===== src/rtl/sbox_inverse.sv =====
// Inverse S-box builder: loads a forward permutation S (entry i = S[i]), builds INV[S[i]] = i, flags duplicates.
// Latency: lookups return INV[lk_in] one cycle after lk_valid, one per cycle; ready rises the cycle after the last load beat.
// Backpressure: load_ready is high only while loading and not clearing; lookups have no backpressure and are dropped outside DONE.
//
// Ports:
//   clk, rst (async active-low), clear (sync restart of the load phase)
//   load_valid/load_ready/load_data : forward S-box entries, in index order
//   ready, error, err_index         : table complete / duplicate seen (sticky) / index of the duplicate entry
//   lk_valid/lk_in -> lk_out_valid/lk_out : inverse lookup port
module sbox_inverse #(
    parameter int W = 8
) (
    input  logic         clk,
    input  logic         rst,
    input  logic         clear,
    input  logic         load_valid,
    input  logic [W-1:0] load_data,
    output logic         load_ready,
    output logic         ready,
    output logic         error,
    output logic [W:0]   err_index,
    input  logic         lk_valid,
    input  logic [W-1:0] lk_in,
    output logic         lk_out_valid,
    output logic [W-1:0] lk_out
);

    localparam int N = 1 << W;
    localparam logic [W:0] LAST_IDX = (W+1)'(N - 1);

    typedef enum logic [1:0] {
        ST_LOAD = 2'd0,
        ST_DONE = 2'd1,
        ST_ERR  = 2'd2
    } state_t;

    state_t         state_q,        state_d;
    logic [W:0]     count_q,        count_d;
    logic [N-1:0]   written_q,      written_d;
    logic           ready_q,        ready_d;
    logic           error_q,        error_d;
    logic [W:0]     err_index_q,    err_index_d;
    logic           lk_out_valid_q, lk_out_valid_d;
    logic [W-1:0]   lk_out_q,       lk_out_d;

    // Inverse table. Not reset: contents are only meaningful once every
    // symbol has been written exactly once (state DONE).
    logic [W-1:0]   inv_mem [N];

    logic           load_acc;
    logic           dup;
    logic           wr_en;

    // Clear suppresses the handshake so a beat presented alongside clear
    // is never half-accepted.
    assign load_ready = (state_q == ST_LOAD) && !clear;
    assign load_acc   = load_valid && load_ready;
    assign dup        = written_q[load_data];
    assign wr_en      = load_acc && !dup;

    always_comb begin
        state_d        = state_q;
        count_d        = count_q;
        written_d      = written_q;
        ready_d        = ready_q;
        error_d        = error_q;
        err_index_d    = err_index_q;
        lk_out_valid_d = 1'b0;
        lk_out_d       = lk_out_q;

        if (clear) begin
            // lk_out deliberately keeps its last value across a clear.
            state_d     = ST_LOAD;
            count_d     = '0;
            written_d   = '0;
            ready_d     = 1'b0;
            error_d     = 1'b0;
            err_index_d = '0;
        end else begin
            unique case (state_q)
                ST_LOAD: begin
                    if (load_acc) begin
                        if (dup) begin
                            // A duplicate on the last entry also lands here,
                            // never in DONE.
                            state_d     = ST_ERR;
                            error_d     = 1'b1;
                            err_index_d = count_q;
                        end else begin
                            written_d[load_data] = 1'b1;
                            count_d              = count_q + (W+1)'(1);
                            // N distinct W-bit symbols cover the whole domain,
                            // so reaching the last index means the table is full.
                            if (count_q == LAST_IDX) begin
                                state_d = ST_DONE;
                                ready_d = 1'b1;
                            end
                        end
                    end
                end
                ST_DONE: begin
                    if (lk_valid) begin
                        lk_out_valid_d = 1'b1;
                        lk_out_d       = inv_mem[lk_in];
                    end
                end
                ST_ERR: begin
                    // Sticky until clear or reset.
                end
                default: begin
                    state_d = ST_LOAD;
                end
            endcase
        end
    end

    always_ff @(posedge clk or negedge rst) begin
        if (!rst) begin
            state_q        <= ST_LOAD;
            count_q        <= '0;
            written_q      <= '0;
            ready_q        <= 1'b0;
            error_q        <= 1'b0;
            err_index_q    <= '0;
            lk_out_valid_q <= 1'b0;
            lk_out_q       <= '0;
        end else begin
            state_q        <= state_d;
            count_q        <= count_d;
            written_q      <= written_d;
            ready_q        <= ready_d;
            error_q        <= error_d;
            err_index_q    <= err_index_d;
            lk_out_valid_q <= lk_out_valid_d;
            lk_out_q       <= lk_out_d;
        end
    end

    always_ff @(posedge clk) begin
        if (wr_en) begin
            inv_mem[load_data] <= count_q[W-1:0];
        end
    end

    assign ready        = ready_q;
    assign error        = error_q;
    assign err_index    = err_index_q;
    assign lk_out_valid = lk_out_valid_q;
    assign lk_out       = lk_out_q;

endmodule

===== config.mk =====
export PLATFORM = sky130hd
export DESIGN_NAME = sbox_inverse
export DESIGN_NICKNAME = d
export VERILOG_FILES = /design/src/rtl/sbox_inverse.sv
export SDC_FILE = /design/constraint.sdc
export NUM_CORES = 2
export LEC_CHECK = 0
export CAP_MARGIN = 10
export CELL_PAD_IN_SITES_DETAIL_PLACEMENT = 0
export CELL_PAD_IN_SITES_GLOBAL_PLACEMENT = 1
export CORE_UTILIZATION = 24
export DETAILED_ROUTE_END_ITERATION = 6
export PLACE_DENSITY = 0.37
export SLEW_MARGIN = 20
export SYNTH_ARGS = -nofsm -noshare
export SYNTH_HDL_FRONTEND = slang
export SYNTH_SLANG_ARGS = --single-unit

===== constraint.sdc =====
create_clock -name clk -period 8 [get_ports clk]
set_input_delay 1.2 -clock clk [delete_from_list [all_inputs] [get_ports clk]]
set_output_delay 1.2 -clock clk [all_outputs]
set_load 0.01 [all_outputs]

==> impl_metrics.csv <==
group,metric,value,unit
synth,synthMuxAreaShare,18.49,%
synth,synth-edff-count,2048,
global_route,grt_pass1_vias,46290,
critical_path,worstPathRequired,8500,ps
drt,drt-total-wl,285.5,mm
global_route,grt_remaining_overflow,0,
critical_path,r2r-end,"inv_mem[111][2]$_DFFE_PP_",
synth,synth_compound_area_share,3.117,%
critical_path,cp-endpoint,"inv_mem[111][2]$_DFFE_PP_",
clocking,cts_tree,"done",
synth,syn_area,91570,um^2
place,gp_congestion,0.7308,
layout,final_area,107100,um^2
timing,worst_slew_pin_slew,1049,ps
critical_path,slowest_delay,890,ps
timing,rsz0062_at_grt,"false",
clocking,clock_latency,900,ps
floorplanning,start_util,24.15,%
drt,drt-pass1-iter-count,4,
timing,fin_setup_tns,0,ps
floorplanning,core_region_area,379200,um^2
timing,hold_viol,0,
critical_path,critical_path_class,"input port to flip-flop",
clocking,cts_inserted_buffers,282,
floorplanning,die_area,384000,um^2
drt,drt-vias-per-instance,4.542,
synth,synth_top_area_cell,"edfxtp_1",
min_path,hp-class,"input port to asynchronous set/reset pin",
layout,drive_gt1_share,27.85,%
synth,ys_warn_count,0,
synth,synthXorXnorAreaFrac,0,%
synth,synth_fa_ha_area_share,0.05465,%
run,max-cap-violations,0,
timing,period_share,70.22,%
clocking,postCtsHoldBufs,0,
critical_path,arrival,6120,ps
critical_path,cp-startpoint,"load_data[1]",
global_route,grt_pass1_wl,397.4,mm
clocking,h-tree-depth,5,
layout,syn_to_final_growth,16.93,%
synth,syn_avg_cell_area,21.81,um^2
critical_path,crit_path_end_kind,"flip-flop",
global_route,grt_usage,14.76,%
power_and_ir_drop,peakVddDrop,147.7,uV
clocking,cts_buffer_depth,4,
place,dpl.hpwl,168.8,mm
clocking,cts.sinks,2335,
synth,synth.top_cells.by_area,"edfxtp_1 67%, mux4_2 17%, dfrtp_1 7.8%, o2bb2ai_1 2.5%, nor2_1 1.2%",
run_status,status,"complete, no violations",
critical_path,rrSetupSlack,3230,ps
critical_path,start_kind,"input port",
timing,finalMaxSlewViolations,0,
timing,final-setup-viol-count,0,
timing,clock.fmax,178.0,MHz
layout,final_util,28.24,%
clocking,clk_pin_slew,50,ps
synth,synthArstFlopShare,12.29,%
synth,synth_top_area_share,67.16,%
place,dpl-instance-area,98170,um^2
layout,final.fill_count,36990,
critical_path,cpMaxStageDelayCell,"nor2_1",
clocking,cts_post_setup_buffers_inserted,0,
critical_path,cp_cell_sequence,"buf_2 -> nor2b_1 -> a22oi_1 -> and3_1 -> o41ai_1 -> and4_1 -> nand3_2 -> nor2_1",
critical_path,crit_path_max_fanout,23,
drt,vias,43410,
synth,yosysMostFrequentCell,"edfxtp_1",
critical_path,r2r_cells,7,
floorplanning,placementRows,226,
floorplanning,die_h,619.7,um
drt,drc_errors,0,
synth,synthTopCellsByCount,"2048 x edfxtp_1, 708 x mux4_2, 291 x nor2_1",
timing,fin_crit,5618,ps
drt,ant_nets,0,
drt,drtIter0Drc,3375,
place,port_buffers,41,
synth,ys_ff_latch,2335,
power_and_ir_drop,p_per_area,249.5,nW/um^2
synth,netlist_instances,4199,
floorplanning,pin_count,42,
timing,slew_headroom,30.06,%
critical_path,r2r-start,"written_q[79]$_DFFE_PN0P_",
synth,ys_seq_area_share,75.00,%
synth,ys_types,45,
synth,synth_top_family_by_area,"multiplexers",
synth,synth_nets,4224,
timing,skew,46.17,ps
floorplanning,die_x,619.7,um
layout,final_nets,4346,
synth,yosys.area_share.simple,1.831,%
global_route,antenna_found_initial,36,
power_and_ir_drop,leakagePower,36.54,nW
synth,synth_flop_cell,"edfxtp_1",
global_route,grt_max_degree,136,
clocking,cts_resized,0,
drt,wire_per_inst,29.87,um
clocking,cts_root_buffer,"clkbuf_16",
[logic make-up (layout without fill, tap and decap cells)]
family                     after synthesis  in the layout
AOI/OAI and AO/OA                      340            340
adders and majority gates                4              4
other                                    0              4
muxes                                  802            802
DFF                                   2335           2335
and+or+nand+nor                        397            397
buffers and inverters                  321            660
[worst min-delay path by stage]
stage / from / endpoint / slack (ps)
after floorplan: written_q[106]$_DFFE_PN0P_ / written_q[106]$_DFFE_PN0P_ / 450
after global placement: written_q[150]$_DFFE_PN0P_ / written_q[150]$_DFFE_PN0P_ / 460
after detailed placement: written_q[20]$_DFFE_PN0P_ / written_q[20]$_DFFE_PN0P_ / 470
after CTS: rst / count_q[8]$_DFFE_PN0P_ / 230
after global routing: rst / count_q[8]$_DFFE_PN0P_ / 270
final: rst / count_q[8]$_DFFE_PN0P_ / 270
[per-stage QoR]
step,cells,power [mW],hold WS (ps),worst slack (ps)
after global placement,9053,14.42,463.9,1490
after CTS,9554,27.16,228.5,2411
after global routing,9555,27.60,274.7,2188
final,9558,26.71,266.1,2382
after floorplan,4199,14.00,449.5,3319
after detailed placement,9053,14.42,467.3,1446
[state kept, by name (all words and copies together), names as in the netlist]
| register | cells |
|---|---|
| inv_mem | 2048 |
| written_q | 256 |
| count_q | 9 |
| err_index | 9 |
| lk_out | 8 |
| state_q | 2 |
| error | 1 |
| lk_out_valid | 1 |
| ready | 1 |
[worst max-delay path, delay by kind of cell]
family | cells | cell delay, ps
AOI/OAI and AO/OA | 2 | 800
buffers and inverters | 1 | 550
and+or+nand+nor | 5 | 3500
[layer usage]
metal | wire length, um | up-vias | global-route usage [%]
met3 | 13460 | 352 | 2.813
met2 | 131500 | 954 | 22.96
met1 | 134600 | 24110 | 21.33
li1 | - | 17980 | -
met5 | 85 | - | 0
met4 | 5833 | 12 | 3.173
[layout by cell type (no fill, tap or decap), types with 9 or more instances in the layout]
cell type and instances:
and3_1 10, clkinv_2 30, dfrtp_1 279, nor2b_1 24
clkinv_1 52, inv_6 13, o21ai_0 11, a21oi_1 10
nor2_1 291, mux2i_1 59, nand2_1 20, buf_4 90
clkbuf_8 9, mux2_2 32, nand3_1 10, mux4_2 708
nand2_4 12, o2bb2ai_1 257, a22oi_1 16, edfxtp_1 2048
o22ai_1 9, clkbuf_1 74, clkbuf_16 289, buf_12 20
bufinv_16 21, clkdlybuf4s50_1 30
[area by class of cell]
type / instances / area (um^2) / area share (%)
antenna: 4 / 10.01 / 0.009349
clock buffer: 372 / 7634 / 7.129
clock inverter: 129 / 1262 / 1.179
inverter: 8 / 37.54 / 0.03506
multi-input combinational: 1543 / 21660 / 20.23
sequential: 2335 / 68710 / 64.17
tap: 5016 / 6276 / 5.862
timing repair buffer: 151 / 1484 / 1.386
[where the power goes]
| group | switching (mW) | internal [mW] |
|---|---|---|
| Sequential | 0.0338 | 13.2 |
| Combinational | 0.612 | 0.275 |
| Clock | 5.19 | 7.40 |
| Total | 5.84 | 20.9 |
Note: power is estimated with default switching activity, not from simulation.
